**src/rtl/simon_sequencer.sv**
```systemverilog
// Simon sequence memory: appends LFSR colours, replays them with fixed on/off timing, then
// checks player entries. Optional SIMON_SPEEDUP_EN shortens the ON time for long sequences.
module simon_sequencer #(
    parameter int unsigned MAX_LEN   = 32,
    parameter int unsigned ON_TICKS  = 25_000_000,
    parameter int unsigned OFF_TICKS = 12_500_000,
    localparam int unsigned LenW     = $clog2(MAX_LEN + 1)
) (
    input  logic            clk,
    input  logic            reset,
    input  logic [1:0]      random_bits,
    input  logic            append,
    input  logic            clear,
    input  logic            play,
    input  logic            check_valid,
    input  logic [1:0]      check_color,
    output logic [1:0]      color,
    output logic            enable,
    output logic            busy,
    output logic            entering,
    output logic            done,
    output logic            match,
    output logic            mismatch,
    output logic            complete,
    output logic [LenW-1:0] length,
    output logic            full
);

    localparam int unsigned IdxW = (MAX_LEN > 1) ? $clog2(MAX_LEN) : 1;
    localparam logic [LenW-1:0] MaxLen = LenW'(MAX_LEN);
    localparam logic [LenW-1:0] One    = LenW'(1);

    typedef enum logic [1:0] {StIdle, StOn, StOff, StEntry} state_e;

    state_e          state_q, state_d;
    logic [1:0]      mem [MAX_LEN];
    logic [LenW-1:0] len_q, len_d, idx_q, idx_d, chk_q, chk_d;
    logic [31:0]     tick_q, tick_d, on_len_q, on_len_d, on_sel;
    logic [1:0]      color_q, color_d;
    logic            full_q, wr_en;
    logic            done_d, match_d, mismatch_d, complete_d;
    logic            enable_q, busy_q, entering_q, done_q, match_q, mismatch_q, complete_q;

`ifdef SIMON_SPEEDUP_EN
    always_comb begin
        if (32'(len_q) >= 32'd16)     on_sel = ON_TICKS >> 2;
        else if (32'(len_q) >= 32'd8) on_sel = ON_TICKS >> 1;
        else                          on_sel = ON_TICKS;
    end
`else
    assign on_sel = ON_TICKS;
`endif

    always_comb begin
        state_d    = state_q;
        len_d      = len_q;
        idx_d      = idx_q;
        chk_d      = chk_q;
        tick_d     = tick_q;
        on_len_d   = on_len_q;
        wr_en      = 1'b0;
        done_d     = 1'b0;
        match_d    = 1'b0;
        mismatch_d = 1'b0;
        complete_d = 1'b0;
        if (clear) begin
            state_d = StIdle;
            len_d   = '0;
        end else begin
            unique case (state_q)
                StIdle: begin
                    if (append && !full_q) begin
                        wr_en = 1'b1;
                        len_d = len_q + One;
                    end else if (play) begin
                        if (len_q == '0) begin
                            done_d = 1'b1;
                        end else begin
                            idx_d    = '0;
                            tick_d   = '0;
                            on_len_d = on_sel;
                            state_d  = StOn;
                        end
                    end
                end
                StOn: begin
                    if (tick_q == on_len_q - 32'd1) begin
                        tick_d  = '0;
                        state_d = StOff;
                    end else begin
                        tick_d = tick_q + 32'd1;
                    end
                end
                StOff: begin
                    if (tick_q == OFF_TICKS - 32'd1) begin
                        tick_d = '0;
                        if (idx_q == len_q - One) begin
                            done_d  = 1'b1;
                            chk_d   = '0;
                            state_d = StEntry;
                        end else begin
                            idx_d   = idx_q + One;
                            state_d = StOn;
                        end
                    end else begin
                        tick_d = tick_q + 32'd1;
                    end
                end
                StEntry: begin
                    if (check_valid) begin
                        if (check_color == mem[chk_q[IdxW-1:0]]) begin
                            match_d = 1'b1;
                            chk_d   = chk_q + One;
                            if (chk_q == len_q - One) begin
                                complete_d = 1'b1;
                                state_d    = StIdle;
                            end
                        end else begin
                            mismatch_d = 1'b1;
                            state_d    = StIdle;
                        end
                    end
                end
                default: state_d = StIdle;
            endcase
        end
        // Colour is loaded from the next index so it is valid on the first lit cycle.
        color_d = (state_d == StOn) ? mem[idx_d[IdxW-1:0]] : color_q;
    end

    always_ff @(posedge clk) begin
        if (wr_en) mem[len_q[IdxW-1:0]] <= random_bits;
    end

    always_ff @(posedge clk) begin
        if (!reset) begin
            state_q    <= StIdle;
            len_q      <= '0;
            idx_q      <= '0;
            chk_q      <= '0;
            tick_q     <= '0;
            on_len_q   <= ON_TICKS;
            color_q    <= '0;
            full_q     <= 1'b0;
            enable_q   <= 1'b0;
            busy_q     <= 1'b0;
            entering_q <= 1'b0;
            done_q     <= 1'b0;
            match_q    <= 1'b0;
            mismatch_q <= 1'b0;
            complete_q <= 1'b0;
        end else begin
            state_q    <= state_d;
            len_q      <= len_d;
            idx_q      <= idx_d;
            chk_q      <= chk_d;
            tick_q     <= tick_d;
            on_len_q   <= on_len_d;
            color_q    <= color_d;
            full_q     <= (len_d == MaxLen);
            enable_q   <= (state_d == StOn);
            busy_q     <= (state_d == StOn) || (state_d == StOff);
            entering_q <= (state_d == StEntry);
            done_q     <= done_d;
            match_q    <= match_d;
            mismatch_q <= mismatch_d;
            complete_q <= complete_d;
        end
    end

    assign color    = color_q;
    assign enable   = enable_q;
    assign busy     = busy_q;
    assign entering = entering_q;
    assign done     = done_q;
    assign match    = match_q;
    assign mismatch = mismatch_q;
    assign complete = complete_q;
    assign length   = len_q;
    assign full     = full_q;

endmodule

```
**config.mk**
```make
export PLATFORM = sky130hd
export DESIGN_NAME = simon_sequencer
export DESIGN_NICKNAME = d
export VERILOG_FILES = /design/src/rtl/simon_sequencer.sv
export SDC_FILE = /design/constraint.sdc
export NUM_CORES = 1
export LEC_CHECK = 0
export CELL_PAD_IN_SITES_DETAIL_PLACEMENT = 0
export CELL_PAD_IN_SITES_GLOBAL_PLACEMENT = 1
export CORE_UTILIZATION = 50
export CTS_CLUSTER_SIZE = 20
export DETAILED_ROUTE_END_ITERATION = 12
export MAX_ROUTING_LAYER = met4
export PLACE_DENSITY_LB_ADDON = 0.1
export SLEW_MARGIN = 20
export SYNTH_ARGS = -nofsm -noshare
export SYNTH_HDL_FRONTEND = slang
export SYNTH_SLANG_ARGS = --single-unit
```
**constraint.sdc**
```tcl
create_clock -name clk -period 7.1 [get_ports clk]
set_input_delay 1.065 -clock clk [delete_from_list [all_inputs] [get_ports clk]]
set_output_delay 1.065 -clock clk [all_outputs]
set_load 0.005 [all_outputs]
```
== Word level (Yosys, flattened, before mapping) ==
Memory sizes are Yosys's and may differ from the RTL's. A register that Yosys moved wholly into a read port is not among the register bits.
Cells that the tools add are included.

* Memories kept: 1
* Register bits after elaboration: 60
* Output and inout bits: 16
* RAM bits: 64
* Input bits: 10

{| class="wikitable"
|+ Memory list
! memory !! words !! width !! read ports !! clocked after memory_dff !! wr ports !! line !! text
|-
| mem || 32 || 2 || 2 || 2 || 1 || 36 || <nowiki>logic [1:0] mem [MAX_LEN];</nowiki>
|}

* Eq/ne operators: 20
* Bitwise operators: 5
* Muxes and demuxes: 48
* Reductions and logical operators: 15
* $add $sub $neg: 5

{| class="wikitable"
|+ Operators with widths
! kind !! number
|-
| $mux 32 || 5
|-
| $pmux 32 s3 || 1
|-
| $mux 6 || 12
|-
| $add 32x1->32 const B || 1
|-
| $eq 32x24->1 const B || 1
|-
| $eq 32x25->1 const B || 1
|-
| $pmux 6 s2 || 2
|-
| $mux 2 || 10
|-
| $add 6x1->6 const B || 3
|-
| $ne 2x2->1 const B || 8
|-
| $mux 5 || 3
|-
| $mux 1 || 13
|-
| $eq 6x6->1 || 2
|-
| $eq 2x2->1 const B || 4
|-
| $pmux 2 s4 || 1
|-
| $reduce_and 7->1 || 1
|-
| $eq 6x6->1 const B || 1
|-
| $logic_not 6->1 || 1
|-
| $reduce_and 6->1 || 1
|-
| $sub 6x1->6 const B || 1
|-
| $not 1->1 || 5
|-
| $reduce_and 5->1 || 1
|-
| $reduce_or 5->1 || 1
|-
| $eq 2x1->1 const B || 2
|-
| 10 further kinds || 12
|}

== Depth between registers and ports, before layout ==
Gate-level depths: netlist of the first run.

* Depth in word-level cells: 9
* Depth in mapped cells: 19

== Least setup slack after synthesis of the first run ==
No wires, ideal clock.

* Path kind: register -> register
* Start point: register (tool-made name)
* End point: register color_q[0] (netlist: color[0]), read port of mem
* Arrival: 3.409 ns
* Stages on the path, launching flop included: 18
* Data required time: 6.967 ns
* Slack: 3.558 ns
* Cell sequence: dfxtp_1 -> clkbuf_1 -> buf_1 -> mux4_2 -> mux4_2 -> mux2i_1 -> xor2_1 -> nand3_1 -> a21boi_0 -> a21oi_1 -> a21oi_1 -> nand2b_1 -> ha_1 -> and2_1 -> nand3b_1 -> nor2_1 -> a22oi_1 -> nand4_1

{| class="wikitable"
|+ RTL lines
! element !! line !! text
|-
| end, declared || 39 || <nowiki>logic [1:0] color_q, color_d;</nowiki>
|}

== Final worst setup path of the first run ==
* Start point: register len_q[3] (netlist: length[3])
* End point: register color_q[1] (netlist: color[1]), read port of mem

* Word-level cells in the longest chain between the ends: 8
* Elaborated cells on any way between the ends: 22
* Classes of those cells: add/sub: 1; eq/ne: 3; mux: 17; reduce/logical: 1

{| class="wikitable"
|+ Ends and longest elaborated chain
! element !! line !! text
|-
| start, declared || 37 || <nowiki>logic [LenW-1:0] len_q, len_d, idx_q, idx_d, chk_q, chk_d;</nowiki>
|-
| start signal, assigned || 154 || <nowiki>len_q <= len_d;</nowiki>
|-
| $sub 6x1->6 || 97, 114 ||
|-
| $eq 6x6->1 || 114 || <nowiki>if (chk_q == len_q - One) begin</nowiki>
|-
| $mux 2 || 114 ||
|-
| $mux 2 || 111 || <nowiki>if (check_color == mem[chk_q[IdxW-1:0]]) begin</nowiki>
|-
| $mux 2 || 110 || <nowiki>if (check_valid) begin</nowiki>
|-
| $pmux 2 s4 || 70 || <nowiki>unique case (state_q)</nowiki>
|-
| $mux 2 || 66 || <nowiki>if (clear) begin</nowiki>
|-
| $eq 2x1->1 || 128 || <nowiki>color_d = (state_d == StOn) ? mem[idx_d[IdxW-1:0]] : color_q;</nowiki>
|}

Parallel ways exist; a longest one is shown, timed or not. The select of a mux whose other input is x is not followed.
A chain may end at the register's enable or synchronous reset.

==> results of run 1 <==
Yosys cell counts, types with 3 or more instances:
cell | instances | area (um2)
buf_1 | 5 | 18.77
xnor2_1 | 25 | 219.0
o21ai_0 | 12 | 60.06
and3_1 | 5 | 31.28
a21o_1 | 3 | 22.52
nand4_1 | 17 | 106.4
a21oi_1 | 11 | 55.05
inv_1 | 9 | 33.78
mux4_1 | 8 | 210.2
mux2i_1 | 11 | 110.1
nand2_1 | 72 | 270.3
o22ai_1 | 5 | 31.28
nand2b_1 | 8 | 50.05
ha_1 | 14 | 175.2
mux4_2 | 12 | 270.3
o221ai_1 | 18 | 157.7
and2_1 | 12 | 75.07
a31oi_1 | 4 | 25.02
buf_2 | 7 | 35.03
dfxtp_1 | 67 | 1341
edfxtp_1 | 64 | 1922
a22oi_1 | 3 | 22.52
nor2b_1 | 6 | 37.54
and4_1 | 4 | 35.03
nor4_1 | 8 | 50.05
xor2_1 | 32 | 280.3
nor2_1 | 117 | 439.2
nand3b_1 | 5 | 37.54
o21a_1 | 5 | 37.54
nand3_1 | 19 | 95.09
mux2_2 | 3 | 33.78
nor3_1 | 14 | 70.07
clkbuf_1 | 19 | 71.32
a32o_1 | 7 | 70.07
or3_1 | 3 | 18.77
power groups by stage:
stage          clock, mW  combinational, mW  sequential [mW]
3_5_place_dp           0             0.0504            0.813
2_1_floorplan          0             0.0290            0.811
4_1_cts            0.914             0.0505            0.797
6_report           0.900             0.0497            0.797
3_3_place_gp           0             0.0495            0.813
5_1_grt            0.939             0.0555            0.797
metrics by stage:
step / std cells / cell area (um2) / worst slack [ns]
final: 873 / 7807 / 2.168
after global routing: 873 / 7807 / 1.969
after CTS: 873 / 7815 / 2.258
after detailed placement: 841 / 7207 / 2.191
after global placement: 841 / 7207 / 2.319
after floorplan: 671 / 6873 / 3.558
registers in the layout, indices dropped and copies added, names as in the netlist, 2 cells and up, named ones only:
register and flops:
length 6, tick_q 32, color 2, idx_q 6, mem 64, state_q 2, chk_q 6
area by class of cell:
| cell class | count | area [um2] | area share [%] |
|---|---|---|---|
| clock buffers | 19 | 452.9 | 5.801 |
| clock inverters | 13 | 155.1 | 1.987 |
| inverters | 9 | 33.78 | 0.4327 |
| multi-input cells | 498 | 3427 | 43.89 |
| flip-flops and latches | 131 | 3263 | 41.79 |
| well taps | 176 | 220.2 | 2.821 |
| repair buffers | 27 | 255.2 | 3.269 |
worst reg2reg max path: stages (launching register included):
cell and delay [ns]:
dfxtp_1 0.60, or3_1 0.65, nor3_1 0.34, xnor3_1 0.35, nand2_1 0.15, nand3_1 0.62, nand2b_1 0.72, buf_4 0.37
mux2_2 0.37, o21ai_0 0.15, a211oi_1 0.08, o31ai_1 0.29, nand4_1 0.12
routing by layer:
layer / vias to the layer above / wire length (um)
met5: - / 0
met2: 188 / 7577
li1: 2478 / -
met4: 0 / 363
met1: 2528 / 7848
met3: 31 / 989
cell usage in the layout, fill, tap and decap left out, types with 6 or more instances in the layout:
cell               n
nand2b_1           8
inv_1              9
nand2_1           71
a32o_1             7
mux4_1             8
edfxtp_1          64
nor4_1             8
xor2_1            32
o221ai_1          18
o21ai_0           12
a21oi_1           11
nor3_1            14
and2_1            12
mux4_2            12
nand4_1           17
clkbuf_16         17
nor2_1           117
xnor2_1           25
ha_1              14
nor2b_1            6
clkdlybuf4s50_1   23
mux2i_1           11
nand3_1           19
dfxtp_1           67
logic make-up (layout without fill, tap and decap cells):
family | count (synthesis) | after routing
simple gates | 306 | 306
flops | 131 | 131
mux | 34 | 34
compound gates | 85 | 85
buf+inv | 42 | 68
fa+ha+maj | 14 | 14
xor+xnor | 59 | 59
final timing paths:
| path | startpoint | endpoint | slack (ns) | cells after the start |
|---|---|---|---|---|
| worst max register to register | length[3] | color[1] | 2.17 | 12 |
| worst min-delay path | idx_q[5] | idx_q[5] | 0.52 | 2 |
| worst min register to register | idx_q[5] | idx_q[5] | 0.52 | 2 |
| worst max-delay path | length[3] | color[1] | 2.17 | 12 |
==> flow_summary.json, run 1 <==
{
  "fillers": 1169,
  "path_cells": "or3_1, nor3_1, xnor3_1, nand2_1, nand3_1, nand2b_1, buf_4, mux2_2, o21ai_0, a211oi_1, o31ai_1, nand4_1",
  "synth_compound_area_share_pct": 9.102,
  "hold_path_class": "reg -> reg",
  "cp_max_fo": 21,
  "postSynth.asyncResetShare_pct": 0,
  "num_antenna_cells": 0,
  "drc": 0,
  "drive_gt1_share_pct": 8.178,
  "synth_nets": 695,
  "p_int_mw": 1.380,
  "setup_tns_ns": 0,
  "holdBufCountCts": 0,
  "worstPathArrival_ns": 5.22,
  "cts_resized": 0,
  "netlist_instances": 671,
  "critPathTopFamily": "simple AND/OR/NAND/NOR gates",
  "setup.worst_path.start_class": "register",
  "drt_wl_total_um": 16780,
  "yosys.area_share.simple_pct": 21.17,
  "final-max-slew-violation-count": 0,
  "h-tree-depth": 4,
  "cts-root-buf": "clkbuf_16",
  "synth_top_family_by_area": "simple AND/OR/NAND/NOR gates",
  "pin_count": 26,
  "drv_cap": 0,
  "period_share_pct": 69.46,
  "ys_seq_elements": 131,
  "pwr-share-seq_pct": 45.6,
  "syn_area_um2": 6873,
  "yosysWarnings": 0,
  "skew_ns": 0.004684,
  "synth_edf_count": 64,
  "antenna_found_initial": 0,
  "peakVddDrop_uv": 192.1,
  "slowest_stage": "nand2b_1",
  "fp.dieH_um": 119.2,
  "final_util_pct": 58.49,
  "leakage_nw": 2.584,
  "clk_latency_ns": 0.42,
  "p_total_mw": 1.746,
  "syn_avg_cell_area_um2": 10.24,
  "worstPathRequired_ns": 7.39,
  "path_buf_inv": 1,
  "maxSlewHeadroom_pct": 32.71,
  "netSwitchingPower_mw": 0.3657,
  "synth_mux_area_share_pct": 9.084,
  "die_w_um": 119.2,
  "clkTransAtPathRegs_ns": 0.06,
  "finalCriticalPeriod_ns": 4.932,
  "top_usage_layer": "met2",
  "first_pass_iters": 5,
  "clkPwrFrac_pct": 51.5,
  "nNetsFinal": 708,
  "postRouteAntennaNets": 0,
  "place_congestion": 0.8560,
  "rsz0062_at_grt": "no",
  "synth_flop_cell": "dfxtp_1",
  "cts_post_setup_buffers_inserted": 0,
  "finalHoldWorstSlack_ns": 0.5204,
  "grt_usage_pct": 26.12,
  "yosys.area_share.xor_xnor_pct": 7.919,
  "path_class": "reg -> reg",
  "switching_share_pct": 20.95,
  "p_comb_share_pct": 2.8,
  "area_delta_synth_final_pct": 13.60,
  "cts_tree": "built",
  "grtUsageMet3_pct": 6.034,
  "grt_pass1_wl_um": 27090,
  "setup_viol": 0,
  "status": "finished, final reports clean",
  "hold_violations": 0,
  "crit_path_end_kind": "register",
  "place_hpwl_um": 11730,
  "ys_seq_area_share_pct": 47.48,
  "worst_pin_slew_ns": 1.007,
  "fp.coreArea_um2": 13350,
  "grt.met2_usage_pct": 38.55,
  "grt_max_degree": 33,
  "initial_utilization_pct": 51.49,
  "grt_overflow": 0,
  "vias_per_cell": 5.985,
  "dieArea_um2": 14220,
  "critPathMaxStageDelay_ns": 0.72,
  "grt_pass1_vias": 5062,
  "ctsLongestPathBuffers": 2,
  "grt_use_met1_pct": 35.68,
  "cts_sinks": 131,
  "cellPowerDensity_nw_per_um2": 223.6,
  "num_vias": 5225,
  "synthAdderAreaFrac_pct": 2.549,
  "io_buffers": 25,
  "dr.first_iter.drc_count": 399,
  "cts_buffers": 17,
  "num_rows": 42,
  "routedWlPerCell_um": 19.22,
  "yosysUniqueCellTypes": 61,
  "fmax_ghz": 0.2028
}
Note: power is estimated with default switching activity, not from simulation.
==> run 2, diff against run 1 <==
- CORE_UTILIZATION: 50 -> 44
- clock period: 7.1 -> 4.1 ns (I/O delays scaled with it)
==> run 2 against run 1 <==
  * Sequential share of layout area decreased by 0.82 points
  * Routed wire length increased by 11%
  * Critical path type unchanged
  * Worst hold slack better by 0.022 ns
  * Power increased by 72%
  * Combinational power is 97% higher
  * Non-clock buffer count grew 19
==> flow_summary.json, run 2 (synthesized netlist as in run 1, its figures left out) <==
{
  "h-tree-depth": 4,
  "setup_tns_ns": 0,
  "pin_count": 26,
  "postRouteAntennaNets": 0,
  "io_buffers": 25,
  "grt_pass1_vias": 5048,
  "path_class": "reg -> reg",
  "p_comb_share_pct": 3.3,
  "final-max-slew-violation-count": 0,
  "place_congestion": 0.9208,
  "cts_buffers": 17,
  "holdBufCountCts": 0,
  "cellPowerDensity_nw_per_um2": 377.5,
  "p_int_mw": 2.367,
  "final_cell_mix": "nor2_1, nand2_1, dfxtp_1",
  "grt_max_degree": 33,
  "status": "finished, final reports clean",
  "cts_tree": "built",
  "fillers": 1326,
  "die_w_um": 127.0,
  "clkPwrFrac_pct": 50.9,
  "worstPathRequired_ns": 4.38,
  "nNetsFinal": 727,
  "ctsLongestPathBuffers": 2,
  "layout_commonest_cell": "nor2_1",
  "dr.first_iter.drc_count": 484,
  "pwr-share-seq_pct": 45.8,
  "crit_path_end_kind": "register",
  "num_antenna_cells": 0,
  "dieArea_um2": 16120,
  "grt_overflow": 0,
  "stdcell_count": 904,
  "fp.dieH_um": 127.0,
  "cts-root-buf": "clkbuf_16",
  "skew_ns": 0.01385,
  "path_cells": "buf_12, mux4_1, mux4_2, mux2i_1, xor2_1, nand3_1, a21boi_1, a21oi_1, a21oi_2, nand2b_1, ha_1, and2_1, nand3b_1, nor3_1, o21ai_0, nand4_1",
  "pre_cts_ws_ns": 0.2887,
  "fmax_ghz": 0.2687,
  "num_rows": 45,
  "cts_sinks": 131,
  "drt_wl_total_um": 18580,
  "place_hpwl_um": 13310,
  "critPathMaxStageDelay_ns": 0.58,
  "routedWlPerCell_um": 20.55,
  "final_util_pct": 52.39,
  "finalCriticalPeriod_ns": 3.722,
  "slowest_stage": "mux4_1",
  "hold_path_class": "reg -> reg",
  "num_vias": 5243,
  "peakVddDrop_uv": 274.3,
  "hold_violations": 0,
  "worstPathArrival_ns": 4.00,
  "drc": 0,
  "period_share_pct": 90.78,
  "initial_utilization_pct": 45.21,
  "setup.worst_path.start_class": "register",
  "maxSlewHeadroom_pct": 51.30,
  "setup_viol": 0,
  "first_pass_iters": 5,
  "rsz0062_at_grt": "no",
  "fp.coreArea_um2": 15200,
  "drive_gt1_share_pct": 10.47,
  "switching_share_pct": 21.28,
  "dp_cells": 872,
  "antenna_found_initial": 0,
  "area_delta_synth_final_pct": 15.87,
  "vias_per_cell": 5.800,
  "clk_latency_ns": 0.42,
  "clkTransAtPathRegs_ns": 0.06,
  "finalWorstSetupSlack_ns": 0.3779,
  "netSwitchingPower_mw": 0.6398,
  "grt_usage_pct": 24.97,
  "largest_reg_flops": 64,
  "cp_max_fo": 16,
  "drv_cap": 0,
  "worst_pin_slew_ns": 0.7288,
  "grt_pass1_wl_um": 28920,
  "leakage_nw": 2.674,
  "p_total_mw": 3.007
}
[run 2: worst paths after layout]
check	to	cells after the start	from	slack [ns]
max	color[1]	16	register	0.38
min	tick_q[4]	2	tick_q[4]	0.54
max reg2reg	color[1]	16	register	0.38
min reg2reg	tick_q[4]	2	tick_q[4]	0.54
[run 2: layout make-up]
class / instances / area, um2 / area share (%)
multi-input combinational: 498 / 3428 / 43.05
sequential: 131 / 3263 / 40.97
clock buffer: 19 / 432.9 / 5.436
timing repair buffer: 46 / 410.4 / 5.153
tap: 188 / 235.2 / 2.954
clock inverter: 13 / 160.2 / 2.011
inverter: 9 / 33.78 / 0.4242
[run 2: metal layers]
metal | global-route usage [%] | up-vias | wire (um)
met2 | 38.14 | 194 | 8434
met5 | - | - | 0
li1 | - | 2518 | -
met3 | 4.523 | 23 | 1143
met4 | 7.633 | 0 | 357
met1 | 33.94 | 2508 | 8643
[run 2: repair_timing]
| item | 4_1_cts | 5_1_grt |
|---|---|---|
| setup buffers | 0 | 0 |
| setup endpoints to repair | 0 | 2 |
| endpoints found under the hold margin | 0 | 0 |
| resized for setup | 0 | 2 |
[run 2: critical path, delay by kind of cell (launching register included)]
| family | cells | cell delay (ns) |
|---|---|---|
| muxes | 3 | 1.25 |
| buffers and inverters | 1 | 0.18 |
| and+or+nand+nor | 6 | 0.74 |
| AOI/OAI and AO/OA | 4 | 0.64 |
| xor gates and xnor gates | 1 | 0.22 |
| DFF | 1 | 0.35 |
| adders and majority gates | 1 | 0.20 |
[run 2: through the flow]
stage                     cell area [um2]  hold slack (ns)
after floorplan                      6873           0.4640
after global placement               7377           0.4859
after detailed placement             7377           0.5324
after CTS                            7970           0.5472
after global routing                 7964           0.5680
final                                7964           0.5424
[run 2: power groups by stage]
| stage | sequential, mW | clock [mW] | combinational [mW] |
|---|---|---|---|
| floorplan | 1.41 | 0 | 0.0502 |
| global placement | 1.41 | 0 | 0.0970 |
| detailed placement | 1.41 | 0 | 0.0987 |
| CTS | 1.38 | 1.55 | 0.0994 |
| global route | 1.38 | 1.61 | 0.107 |
| finish | 1.38 | 1.53 | 0.0981 |
==> run 3, diff against run 2 <==
- GPL_ROUTABILITY_DRIVEN: not set -> 0
- REMOVE_ABC_BUFFERS: not set -> 1
==> run 3 against run 2 <==
  * Clock power hardly changed
  * Design area rose by 0.36%
  * Clock-buffer cell count decreased by 1
  * Sequential share of layout area shrank 0.15 points
  * Combinational power fell by 2%
  * Setup slack got worse by 0.13 ns
  * Clock skew fell by 0.0064 ns
  * Global-route usage down 1.6 points
  * Critical path type unchanged
  * Largest cell class unchanged
  * Highest routed layer unchanged
==> flow_summary.json, run 3 (synthesized netlist as in run 1, its figures left out) <==
{
  "stdcell_count": 905,
  "setup_viol": 0,
  "vias_per_cell": 5.797,
  "crit_path_end_kind": "register",
  "clkTransAtPathRegs_ns": 0.06,
  "place_hpwl_um": 12360,
  "rsz0062_at_grt": "no",
  "p_total_mw": 2.999,
  "cts_sinks": 131,
  "num_rows": 45,
  "fmax_ghz": 0.2596,
  "drt_wl_total_um": 17410,
  "io_buffers": 25,
  "critPathMaxStageDelay_ns": 0.57,
  "hold_start": "idx_q[5]",
  "slowest_stage": "mux4_1",
  "cts-root-buf": "clkbuf_16",
  "hold_violations": 0,
  "antenna_found_initial": 0,
  "path_buf_inv": 1,
  "finalCriticalPeriod_ns": 3.851,
  "dieArea_um2": 16120,
  "num_antenna_cells": 0,
  "grt_pass1_wl_um": 27700,
  "hold_end": "idx_q[5]",
  "area_delta_synth_final_pct": 16.29,
  "num_vias": 5246,
  "final_cell_mix": "nor2_1, nand2_1, dfxtp_1",
  "largest_reg_flops": 64,
  "reg2reg_to": "color[0]",
  "nNetsFinal": 728,
  "dr.first_iter.drc_count": 415,
  "drc": 0,
  "clk_latency_ns": 0.41,
  "leakage_nw": 2.695,
  "cts_post_setup_buffers_inserted": 0,
  "skew_ns": 0.007398,
  "cp_max_fo": 16,
  "holdBufCountCts": 0,
  "worst_pin_slew_ns": 0.5871,
  "worstPathArrival_ns": 4.12,
  "drv_cap": 0,
  "grt_max_degree": 33,
  "grt_usage_pct": 23.36,
  "final-max-slew-violation-count": 0,
  "ctsLongestPathBuffers": 2,
  "cts_buffers": 17,
  "fp.coreArea_um2": 15200,
  "setup.worst_path.start_class": "register",
  "postRouteAntennaNets": 0,
  "hold_depth": 2,
  "critPathTopFamily": "multiplexers",
  "fillers": 1387,
  "fp.dieH_um": 127.0,
  "hold_path_class": "reg -> reg",
  "pin_count": 26,
  "regToRegSetupSlack_ns": 0.25,
  "die_w_um": 127.0,
  "worstRegToRegCells": 16,
  "maxSlewHeadroom_pct": 60.77,
  "path_cells": "buf_12, mux4_1, mux4_2, mux2i_4, xor2_1, nand3_1, a21boi_1, a21oi_1, a21oi_2, nand2b_1, ha_1, and2_1, nand3b_1, nor2_1, a22oi_1, nand4_1",
  "status": "finished, final reports clean",
  "drive_gt1_share_pct": 11.16,
  "cts_tree": "built",
  "worstPathRequired_ns": 4.37,
  "grt_pass1_vias": 5124,
  "first_pass_iters": 5,
  "path_class": "reg -> reg",
  "layout_commonest_cell": "nor2_1",
  "routedWlPerCell_um": 19.24,
  "grt_overflow": 0,
  "period_share_pct": 93.94,
  "h-tree-depth": 4,
  "dp_cells": 873,
  "initial_utilization_pct": 45.21,
  "peakVddDrop_uv": 272.6,
  "cellPowerDensity_nw_per_um2": 375.2
}
[run 3: worst max-delay path by stage]
stage	slack, ns	from	endpoint	cells past startpoint
2_1_floorplan	-0.01	length[0]	color[1]	13
3_3_place_gp	0.29	register	color[0]	16
3_5_place_dp	0.12	register	color[1]	16
4_1_cts	0.01	register	color[1]	16
5_1_grt	0.02	register	color[0]	16
6_report	0.25	register	color[0]	16
[run 3: layout make-up]
class / instances / area, um2 / share of cell area (%)
clock buffers: 18 / 429.2 / 5.369
clock inverters: 14 / 160.2 / 2.004
inverters: 9 / 33.78 / 0.4227
multi-input cells: 498 / 3453 / 43.21
flip-flops and latches: 131 / 3263 / 40.83
well taps: 188 / 235.2 / 2.943
repair buffers: 47 / 417.9 / 5.229
[run 3: what timing repair did]
| action | CTS | global route |
|---|---|---|
| gates resized for setup | 0 | 6 |
| hold endpoints to repair | 0 | 0 |
| endpoints found under the setup margin | 0 | 2 |
[run 3: worst register-to-register path, cell delays in order, from the launching register on]
cell	delay, ns
dfxtp_1	0.36
buf_12	0.18
mux4_1	0.58
mux4_2	0.51
mux2i_4	0.24
xor2_1	0.24
nand3_1	0.10
a21boi_1	0.21
a21oi_1	0.11
a21oi_2	0.15
nand2b_1	0.09
ha_1	0.23
and2_1	0.18
nand3b_1	0.15
nor2_1	0.07
a22oi_1	0.20
nand4_1	0.12
[run 3: per-stage QoR]
step / TNS (ns) / utilization, % / worst slack [ns] / instance area (um2) / hold WS (ns)
after floorplan: -0.01415 / - / -0.01415 / 6721 / 0.4640
after global placement: 0 / 48.58 / 0.2917 / 7385 / 0.4794
after detailed placement: 0 / 48.58 / 0.1176 / 7385 / 0.4986
after CTS: 0 / 52.45 / 0.01329 / 7974 / 0.5013
after global routing: 0 / 52.58 / 0.01589 / 7993 / 0.5411
final: 0 / 52.58 / 0.2485 / 7993 / 0.4981
[run 3: layer usage]
metal / up-vias / GRT usage (%) / wire (um)
li1: 2518 / - / -
met4: 0 / 7.283 / 274
met3: 19 / 4.858 / 661
met2: 141 / 37.98 / 8563
met1: 2568 / 29.32 / 7915
met5: - / - / 0
[run 3: power by group]
group	total, mW	internal [mW]	switching (mW)
logic	0.0963	0.0371	0.0592
registers	1.38	1.37	0.00236
clock network	1.53	0.952	0.573
total	3.00	2.36	0.635
